**src/rtl/v2f_pkg.sv**
```systemverilog
`default_nettype none
// ---------------------------------------------------------------------------
// v2f_pkg: shared types and helpers for the v2f sequential arithmetic cells.
// Rev 1.0
// ---------------------------------------------------------------------------
package v2f_pkg;

    localparam int MAX_WIDTH = 32;

    typedef enum logic [1:0] {
        IDLE = 2'd0,
        CALC = 2'd1,
        FIX  = 2'd2,
        DZ   = 2'd3
    } v2f_div_state_e;

    // Counter must hold WIDTH-1; never narrower than one bit.
    function automatic int cnt_width(input int width);
        return (width < 2) ? 1 : $clog2(width);
    endfunction

    function automatic logic [MAX_WIDTH-1:0] cond_neg(input logic [MAX_WIDTH-1:0] v,
                                                      input logic                 neg);
        return neg ? ('0 - v) : v;
    endfunction

endpackage
`default_nettype wire

```
**src/rtl/v2f_seq_div_step.sv**
```systemverilog
`default_nettype none
// ---------------------------------------------------------------------------
// v2f_seq_div_step: one restoring-division iteration (shift, trial subtract).
// Rev 1.0
// ---------------------------------------------------------------------------
module v2f_seq_div_step #(
    parameter int WIDTH = 32
) (
    input  logic [WIDTH-1:0] i_rem,
    input  logic             i_dvd_bit,
    input  logic [WIDTH-1:0] i_dvs,
    output logic [WIDTH-1:0] o_rem,
    output logic             o_q_bit
);
    logic [WIDTH:0]   w_shifted;
    logic [WIDTH-1:0] w_diff;

    // When the trial subtract succeeds the true difference is below the
    // divisor, so the low WIDTH bits of the subtraction are exact.
    always_comb begin
        w_shifted = {i_rem, i_dvd_bit};
        w_diff    = w_shifted[WIDTH-1:0] - i_dvs;
        o_q_bit   = (w_shifted >= {1'b0, i_dvs});
        o_rem     = o_q_bit ? w_diff : w_shifted[WIDTH-1:0];
    end

endmodule
`default_nettype wire

```
**src/rtl/v2f_seq_div.sv**
```systemverilog
`default_nettype none
// ---------------------------------------------------------------------------
// v2f_seq_div: multi-cycle restoring divider with START/DONE handshake.
// Remainder port R present only when V2F_SEQ_DIV_REM_EN is defined. Rev 1.0
// ---------------------------------------------------------------------------
module v2f_seq_div
    import v2f_pkg::*;
#(
    parameter int WIDTH  = 32,
    parameter int SIGNED = 0
) (
    input  logic             CLK,
    input  logic             ARST,
    input  logic             START,
    input  logic [WIDTH-1:0] A,
    input  logic [WIDTH-1:0] B,
    output logic             BUSY,
    output logic             DONE,
    output logic [WIDTH-1:0] Y,
    output logic             DIV0
`ifdef V2F_SEQ_DIV_REM_EN
    ,
    output logic [WIDTH-1:0] R
`endif
);
    localparam int               c_cnt_w    = cnt_width(WIDTH);
    localparam logic [c_cnt_w-1:0] c_cnt_init = c_cnt_w'(WIDTH - 1);

    v2f_div_state_e    state_q, state_d;
    logic [c_cnt_w-1:0] cnt_q, cnt_d;
    logic [WIDTH-1:0]  quo_q, quo_d;
    logic [WIDTH-1:0]  rem_q, rem_d;
    logic [WIDTH-1:0]  dvs_q, dvs_d;
    logic [WIDTH-1:0]  y_q, y_d;
    logic              negq_q, negq_d;
    logic              busy_q, busy_d;
    logic              done_q, done_d;
    logic              div0_q, div0_d;
`ifdef V2F_SEQ_DIV_REM_EN
    logic [WIDTH-1:0]  r_q, r_d;
    logic              negr_q, negr_d;
`endif

    logic             w_a_neg, w_b_neg;
    logic [WIDTH-1:0] w_a_abs, w_b_abs;
    logic [WIDTH-1:0] w_step_rem;
    logic             w_step_q;

    assign w_a_neg = (SIGNED != 0) && A[WIDTH-1];
    assign w_b_neg = (SIGNED != 0) && B[WIDTH-1];
    assign w_a_abs = WIDTH'(cond_neg(MAX_WIDTH'(A), w_a_neg));
    assign w_b_abs = WIDTH'(cond_neg(MAX_WIDTH'(B), w_b_neg));

    v2f_seq_div_step #(
        .WIDTH(WIDTH)
    ) u_step (
        .i_rem    (rem_q),
        .i_dvd_bit(quo_q[WIDTH-1]),
        .i_dvs    (dvs_q),
        .o_rem    (w_step_rem),
        .o_q_bit  (w_step_q)
    );

    always_comb begin
        state_d = state_q;
        cnt_d   = cnt_q;
        quo_d   = quo_q;
        rem_d   = rem_q;
        dvs_d   = dvs_q;
        y_d     = y_q;
        negq_d  = negq_q;
        busy_d  = busy_q;
        done_d  = 1'b0;
        div0_d  = div0_q;
`ifdef V2F_SEQ_DIV_REM_EN
        r_d     = r_q;
        negr_d  = negr_q;
`endif
        case (state_q)
            IDLE: begin
                // A request coinciding with the DONE pulse is dropped.
                if (START && !done_q) begin
                    if (B == '0) begin
                        quo_d   = A;
                        state_d = DZ;
                    end else begin
                        quo_d   = w_a_abs;
                        dvs_d   = w_b_abs;
                        rem_d   = '0;
                        cnt_d   = c_cnt_init;
                        negq_d  = w_a_neg ^ w_b_neg;
`ifdef V2F_SEQ_DIV_REM_EN
                        negr_d  = w_a_neg;
`endif
                        busy_d  = 1'b1;
                        state_d = CALC;
                    end
                end
            end
            CALC: begin
                quo_d = {quo_q[WIDTH-2:0], w_step_q};
                rem_d = w_step_rem;
                cnt_d = cnt_q - c_cnt_w'(1);
                if (cnt_q == '0) begin
                    state_d = FIX;
                end
            end
            FIX: begin
                y_d     = WIDTH'(cond_neg(MAX_WIDTH'(quo_q), negq_q));
`ifdef V2F_SEQ_DIV_REM_EN
                r_d     = WIDTH'(cond_neg(MAX_WIDTH'(rem_q), negr_q));
`endif
                done_d  = 1'b1;
                busy_d  = 1'b0;
                div0_d  = 1'b0;
                state_d = IDLE;
            end
            DZ: begin
                y_d     = '0;
`ifdef V2F_SEQ_DIV_REM_EN
                r_d     = quo_q;
`endif
                done_d  = 1'b1;
                busy_d  = 1'b0;
                div0_d  = 1'b1;
                state_d = IDLE;
            end
            default: state_d = IDLE;
        endcase
    end

    always_ff @(posedge CLK or posedge ARST) begin
        if (ARST) begin
            state_q <= IDLE;
            cnt_q   <= '0;
            quo_q   <= '0;
            rem_q   <= '0;
            dvs_q   <= '0;
            y_q     <= '0;
            negq_q  <= 1'b0;
            busy_q  <= 1'b0;
            done_q  <= 1'b0;
            div0_q  <= 1'b0;
`ifdef V2F_SEQ_DIV_REM_EN
            r_q     <= '0;
            negr_q  <= 1'b0;
`endif
        end else begin
            state_q <= state_d;
            cnt_q   <= cnt_d;
            quo_q   <= quo_d;
            rem_q   <= rem_d;
            dvs_q   <= dvs_d;
            y_q     <= y_d;
            negq_q  <= negq_d;
            busy_q  <= busy_d;
            done_q  <= done_d;
            div0_q  <= div0_d;
`ifdef V2F_SEQ_DIV_REM_EN
            r_q     <= r_d;
            negr_q  <= negr_d;
`endif
        end
    end

    assign BUSY = busy_q;
    assign DONE = done_q;
    assign Y    = y_q;
    assign DIV0 = div0_q;
`ifdef V2F_SEQ_DIV_REM_EN
    assign R    = r_q;
`endif

endmodule
`default_nettype wire

```
**config.mk**
```make
export PLATFORM = sky130hd
export DESIGN_NAME = v2f_seq_div
export DESIGN_NICKNAME = d
export VERILOG_FILES = /design/src/rtl/v2f_pkg.sv /design/src/rtl/v2f_seq_div_step.sv /design/src/rtl/v2f_seq_div.sv
export SDC_FILE = /design/constraint.sdc
export NUM_CORES = 1
export LEC_CHECK = 0
export CORE_AREA = 2 2 119 121
export DETAILED_ROUTE_END_ITERATION = 8
export DIE_AREA = 0 0 121 123
export MAX_ROUTING_LAYER = met4
export PLACE_DENSITY = 0.84
export SLEW_MARGIN = 20
export SYNTH_ARGS = -nofsm -noshare
export SYNTH_HDL_FRONTEND = slang
export SYNTH_SLANG_ARGS = --single-unit
```
**constraint.sdc**
```tcl
create_clock -name CLK -period 10.6 [get_ports CLK]
set_input_delay 2.12 -clock CLK [delete_from_list [all_inputs] [get_ports CLK]]
set_output_delay 2.12 -clock CLK [all_outputs]
set_load 0.02 [all_outputs]
```
* After elaboration in Yosys (flattened, before gate mapping)
Cells that the tools add are included.
W data, S select, Z words.
** Word-level totals
- Memory bits (read-only) :: 0
- Memories kept :: 0
- Register bits after elaboration :: 138
- Word-level logic and storage cells :: 52
- Output and inout port bits :: 35
- Bits in latches :: 0
- RAM bits :: 0
- Input port bits :: 67
** Operators by class
- $add $sub $neg :: 2
- Equal/unequal tests :: 6
- Order comparisons :: 1
- Bitwise logic cells :: 1
- Shift operators :: 0
- Div/mod/pow operators :: 0
- Reduce and logical (&&, ||, !) cells :: 14
- Multiply operators :: 0
- Multiplexer cells :: 19
** Operator list (number)
- $pmux W32 S2 :: 3
- $mux W32 :: 4
- $ge A33 B32 Y1 :: 1
- $logic_not A32 Y1 :: 1
- $sub A32 B32 Y32 :: 1
- $mux W5 :: 2
- $pmux W5 S2 :: 1
- $reduce_and A3 Y1 :: 3
- $mux W2 :: 3
- $ne A2 B2 Y1 const B :: 3
- $pmux W2 S3 :: 1
- $reduce_bool A2 Y1 :: 3
- $logic_not A5 Y1 :: 1
- $sub A5 B1 Y5 const B :: 1
- $eq A2 B2 Y1 const B :: 2
- $pmux W1 S2 :: 2
- $reduce_and A2 Y1 :: 2
- $mux W1 :: 3
- $eq A2 B1 Y1 const B :: 1
- $logic_not A2 Y1 :: 1
- $reduce_or A2 Y1 :: 1
- $logic_and A1 B1 Y1 :: 1
- $logic_not A1 Y1 :: 1
- $not A1 Y1 :: 1

* Longest topological paths before layout
- Depth in word-level cells :: 4
- Mapped depth :: 14

* Hierarchy
From an unflattened synthesis, not the netlist that was laid out.
** Second synthesis, totals
- Cells, all modules :: 831
- Area, all modules :: 7885.1 um^2
** Modules (own cells, without submodules)
- v2f_seq_div :: instances 1, cells each 508, sequential area each 3453.3 um^2, area each 5554.1 um^2
- v2f_seq_div_step :: instances 1, cells each 323, sequential area each 0.0 um^2, area each 2331.0 um^2

* Worst setup path before layout
OpenSTA, ideal clock, no wires.
- Path type :: input -> register
- Start :: in B[24]
- End :: reg dvs_q[10]
- Setup slack :: 6.752 ns
- Setup time :: 0.125 ns
- Arrival time :: 3.723 ns
- Cell stages on the path :: 5
- Cell sequence :: nor4_1 -> nand4_1 -> o211ai_1 -> clkbuf_1 -> mux2_2
** Between the ends
- Cells in the longest elaborated chain, start to end :: 3
** RTL lines
- from (decl) :: RTL line v2f_seq_div.sv:16 : input logic [WIDTH-1:0] B,
- $logic_not A32 Y1 :: RTL line v2f_seq_div.sv:83 : if (B == '0) begin
- $not A1 Y1 (no line)
- $reduce_and A3 Y1 (no line)
- to (signal assigned) :: RTL line v2f_seq_div.sv:153 : dvs_q <= dvs_d;
- to (decl) :: RTL line v2f_seq_div.sv:33 : logic [WIDTH-1:0] dvs_q, dvs_d;
No other way between the ends.
A chain may end at the register's enable or synchronous reset.

* Final worst setup path
- Start :: in B[16]
- End :: reg rem_q[26]
** Between the ends
- Cells in the longest elaborated chain, start to end :: 3
** RTL lines
- $logic_not A32 Y1 :: RTL line v2f_seq_div.sv:83
- $ne A2 B2 Y1 (no line)
- $reduce_and A3 Y1 (no line)
- to (signal assigned) :: RTL line v2f_seq_div.sv:152 : rem_q <= rem_d;
- to (decl) :: RTL line v2f_seq_div.sv:32 : logic [WIDTH-1:0] rem_q, rem_d;
No other way between the ends.

==> impl_metrics.ini <==
[clock_tree]
insertion_delay_ns = 0.43
cts_buffers = 17
clock-sinks = 138
hold_buffers = 0
clock_path_buffers = 2
cts_tree = done
clkTransAtPathRegs_ns = 0.06
h-tree-depth = 4
post_cts_resized = 0
cts_setup_buffers = 0
cts-root-buf = clkbuf_16

[worst_setup_path]
cp.arrival_ns = 4.58
rr_startpoint = rem_q[2]
critPathKind = in -> reg
start_kind = input port
worstRegToRegCells = 10
r2r_end = rem_q[23]
slowest_delay_ns = 0.56
critPathBufInv = 2
path_depth = 9
rrSetupSlack_ns = 6.96
critical-path-top-delay-family = simple AND/OR/NAND/NOR gates
endpoint_kind = register
required_ns = 10.96
slowest_stage = nor4_1
crit_chain = clkdlybuf4s50_1 -> nor4_1 -> nand4_1 -> nor2_1 -> a21o_1 -> buf_4 -> nand2_1 -> o31ai_1 -> a31o_1
cp_max_fo = 35

[synthesis]
syn_area_per_cell_um2 = 9.26
async_flop_share_pct = 100
synth_ff_type = dfrtp_1
netlist_area_um2 = 8060
ys_warn_count = 0
synth_top_area_share_pct = 42.9
syn-num-nets = 972
ys_seq_elements = 138
syn_inst = 870
synth_commonest_cells = dfrtp_1, nand2_1, o21ai_0
synth_cell_types = 60
synth.area.top_cells = dfrtp_1, ha_1, o21ai_0
yosysMostFrequentCell = dfrtp_1
synth_largest_area_cell = dfrtp_1
synth_seq_area_share_pct = 42.9
synth-edff-count = 0

[power]
peakVddDrop_mv = 0.227
p_leak_nw = 4.43
p_per_area_nw_per_um2 = 338

[drt]
num_vias = 6743
drcViolationCount = 0
drtAntennaViolNets = 0
drt_first_pass_iters = 5
wl_per_cell_um = 17.5
wl_um = 20000
via_per_inst = 5.90
dr.first_iter.drc_count = 475

[global_route]
grt_start_max_net_pins = 75
grt_pass1_wl_um = 33000
first_global_vias = 6717
grt_overflow = 0
antenna_found_initial = 0
track_usage_pct = 28.9

[timing]
slew_headroom_pct = 36.8
max_freq_mhz = 237
tns_ns = 0
setup_viol = 0
worst-slew-pin-transition_ns = 0.948
min_period_ns = 4.22
post-route-period-util_pct = 39.8
finalMaxSlewViolations = 0
fin_skew_ns = 0.00845
rsz0062_at_grt = no
hold_viol_final = 0

[final_layout]
postLayoutCoreUtil_pct = 72.0
nets = 1051
syn2layout_area_growth_pct = 21.6
drive_above_1_share_pct = 9.15
fillers = 1000
stdcell_count = 1142
num_antenna_cells = 0
final_area_um2 = 9800

[floorplanning]
dieArea_um2 = 14900
ios = 102
fp.dieW_um = 121
die_y_um = 123
start_util_pct = 59.2
rows = 43
core_um2 = 13600

[placed_design]
place_hpwl_um = 13200
gp_congestion = 0.937
io_buffers = 101
dp.cells = 1110
dpl_cell_area_um2 = 9190

[hold_path]
holdPathStages = 2
min_to = quo_q[31]
min_from = quo_q[31]
hp-class = reg -> reg

[run_status]
status = finished clean

[job]
maxCapViolations = 0
-- power by group --
| group | switching, mW | internal [mW] | total (mW) |
|---|---|---|---|
| combinational | 1.03 | 0.756 | 1.79 |
| sequential | 0.174 | 0.752 | 0.926 |
| clock | 0.237 | 0.367 | 0.604 |
-- state kept, by name, indices dropped and copies added (netlist names) --
name,count
BUSY,1
DIV0,1
DONE,1
Y,32
cnt_q,5
dvs_q,32
quo_q,32
rem_q,32
state_q,2
-- cell families after synthesis --
kind of cell | Yosys count | share of synthesized area, %
AOI/OAI and AO/OA | 210 | 17.4
xor gates and xnor gates | 25 | 2.72
adders and majority gates | 35 | 5.53
buffers and inverters | 122 | 5.99
DFF | 138 | 42.9
muxes | 65 | 8.59
and+or+nand+nor | 275 | 16.9
-- worst register-to-register path, cell delays in order, from the launching register on --
cell and delay [ns]:
dfrtp_1 0.42, ha_1 0.39, nand2_1 0.12, a211oi_1 0.45, o2111ai_1 0.31, a21boi_2 0.32, a221oi_2 0.13, and4bb_1 0.31
buf_4 0.39, o21ai_0 0.39, o221ai_1 0.32
-- per-stage QoR --
| step | power (mW) | hold WS [ns] | setup WS (ns) |
|---|---|---|---|
| 3_3_place_gp | 2.63 | 0.484 | 5.92 |
| 4_1_cts | 3.31 | 0.505 | 6.32 |
| 6_report | 3.32 | 0.504 | 6.38 |
| 3_5_place_dp | 2.68 | 0.491 | 5.88 |
| 5_1_grt | 3.56 | 0.515 | 6.19 |
| 2_1_floorplan | 2.22 | 0.470 | 4.78 |
-- worst max-delay path by stage --
stage,startpoint,endpoint,slack [ns]
floorplan,ARST,BUSY,4.78
global placement,B[16],cnt_q[3],5.92
detailed placement,B[16],cnt_q[3],5.88
CTS,B[16],rem_q[26],6.32
global route,B[16],cnt_q[3],6.19
finish,B[16],rem_q[26],6.38
-- area by class of cell --
type                            instances  area, um2  share of cell area (%)
Multi-Input combinational cell        610       4160                    42.5
Sequential cell                       138       3460                    35.3
Timing Repair Buffer                  110       1080                    11.0
Clock buffer                           20        467                    4.76
Inverter                               72        275                    2.81
Tap cell                              180        225                    2.30
Clock inverter                         12        138                    1.40
-- placed cells by master (no fill, tap or decap), types with 10 or more instances in the layout --
master             n
dfrtp_1          136
a221o_1           22
nand2_1          101
a21o_1            12
ha_1              34
nor2_1            45
xnor2_1           10
a21oi_1           32
clkbuf_16         17
o21ai_0           83
clkdlybuf4s50_1  101
nor4_1            11
inv_1             71
nor3_1            33
nor2b_1           10
mux2_2            33
nand3b_1          29
xor2_1            15
mux2i_1           32
nand2b_1          10
-- routing by layer --
metal	track usage (%)	vias to the layer above	routed length (um)	share of wire (%)
met3	6.73	36	1170	5.9
met2	47.2	212	9900	49
li1	-	3229	-	-
met5	-	-	0	0
met1	36.2	3266	8580	43
met4	8.43	0	346	1.7
Power figures use the tool's default switching activity.
==> patch: new RTL, same settings <==
Make the reset (`ARST`) synchronous in one clocked block.
--- a/src/rtl/v2f_seq_div.sv
+++ b/src/rtl/v2f_seq_div.sv
@@ -129,7 +129,7 @@
         endcase
     end
 
-    always_ff @(posedge CLK or posedge ARST) begin
+    always_ff @(posedge CLK) begin
         if (ARST) begin
             state_q <= IDLE;
             cnt_q   <= '0;
Behaviour: differs if ARST is asserted again (counterexample within 4 cycles, from zero or initial values and one cycle with ARST high); with ARST held inactive, the same outputs for 10 cycles.
==> patch against the original RTL <==
- sequential cell count is the same
- routed wire length shrank 3.1%
- sequential power shrank 26%
- critical path depth shrank 1
- setup slack lost 0.14 ns
- combinational power grew 7%
- non-clock buffer count grew 1
- power shrank 4.8%
- cell area shrank 7.2%
- register-to-register slack gained 0.04 ns
- cell count grew 8.4%
- synthesized area shrank 7.4%
- critical path type unchanged
- largest power group unchanged
- highest routed layer unchanged
==> patch: results (changes against the original RTL) <==
Route
  • Vias per inst: 5.82 (-1.5%)
  • Routed wire length: 19400 um (-3.1%)
  • Initial DRC Count: 560 (+18%)
  • Pre-Repair DR Iteration Count: 6 (+1)
  • DR vias: 7201 (+6.8%)

Timing
  • Hold slack: 0.455 ns (-0.0484 ns)
  • Worst Skew: 0.00801 ns (-0.000438 ns)
  • Slew Limit Headroom: 39.2% (+2.4 points)
  • Tcrit/Tclk final: 41.1% (+1.3 points)

Place
  • RePlAce Congestion: 0.941 (+0.50%)
  • Post-DP HPWL: 13000 um (-1.4%)
  • Placed cells: 1204 (+8.5%)
  • Area post-placement: 0.00851 mm^2 (-7.5%)

Min path
  • Min-delay src: dvs_q[23]

GRT
  • Total GRT Usage: 27.4% (-1.5 points)
  • Largest net degree at the start of global routing: 76 (+1.3%)
  • Initial antenna violation count: 1 (+1)

Final layout
  • Layout Nets: 1146 (+9.0%)
  • Share of layout cells above drive strength 1: 5.49% (-3.7 points)
  • Area grow syn2layout: 21.9%
  • Clock buf/inv share: 6.19% (+0.023 points)
  • Filler cells: 1128 (+13%)
  • Buffers, non-clock: 111 (+0.91%)
  • Num sequential: 138 (unchanged)
  • Multi-input gate count: 734 (+20%)
  • Non-clk buf share: 12.0% (+1.0 points)
  • Diodes inserted: 1 (+1)
  • Fraction of area in registers: 30.4% (-4.9 points)
  • Inverters: 42 (-42%)

Critical path
  • Worst r2r src: dvs_q[11]
  • End of the worst register-to-register path: rem_q[29]
  • Crit path max fanout: 26 (-26%)
  • Setup crit start: B[18]
  • Worst Path Arrival: 4.72 ns (+0.14 ns)
  • Worst reg-to-reg setup slack: 7.00 ns (+0.04 ns)
  • CP endpoint: dvs_q[22]

Status
  • Status: completed

Pwr
  • Leakage power: 3.51 nW (-21%)
  • Worst vdd ir: 0.276 mV (+22%)

Yosys
  • Post-Synth Adder-Cell Area: 5.97% (+0.44 points)
  • Mapped cell area: 0.00746 mm^2 (-7.4%)
  • Ys flop type: dfxtp_1
  • Avg Inst Size Synth: 7.58 um^2 (-18%)
  • Async set or reset register ratio after synthesis: 0% (-100 points)
  • Synth Area in Compound Gates: 19.9% (+2.5 points)
  • Synth top area cells: dfxtp_1 (37%), nand2_1 (9.3%), nand3_1 (6.9%)
  • Xor/xnor share of the synthesized area: 3.40% (+0.69 points)

Clock tree
  • Hold Buf Count CTS: 0 (unchanged)
## patch: cell count changes in the layout (fill, tap and decap cells not counted), sizes merged, moves of 57 or more
cell | before | now
dfxtp | 0 | 138
a21oi | 33 | 103
o21ai | 84 | 27
nand3 | 9 | 103
dfrtp | 138 | 0
nand2 | 101 | 184
## patch: per-layer routing
layer | up-vias | track usage [%] | share of wire [%]
met2 | 253 | 42.4 | 46
met3 | 45 | 6.96 | 7.5
li1 | 3591 | - | -
met1 | 3312 | 34.5 | 44
met4 | 0 | 10.2 | 2.7
met5 | - | - | 0
## patch: worst max-delay path: stages
cell	delay, ns
clkdlybuf4s50_1	0.49
nor4_1	0.43
nand2_1	0.15
or4_1	0.55
nand2_1	0.33
buf_4	0.37
nand2_1	0.11
a21oi_1	0.15
## patch: where the power goes
group          switching, mW  internal (mW)  leakage, nW
Sequential            0.0755          0.608         1.13
Clock                  0.239          0.330        0.270
Combinational           1.17          0.738         2.11
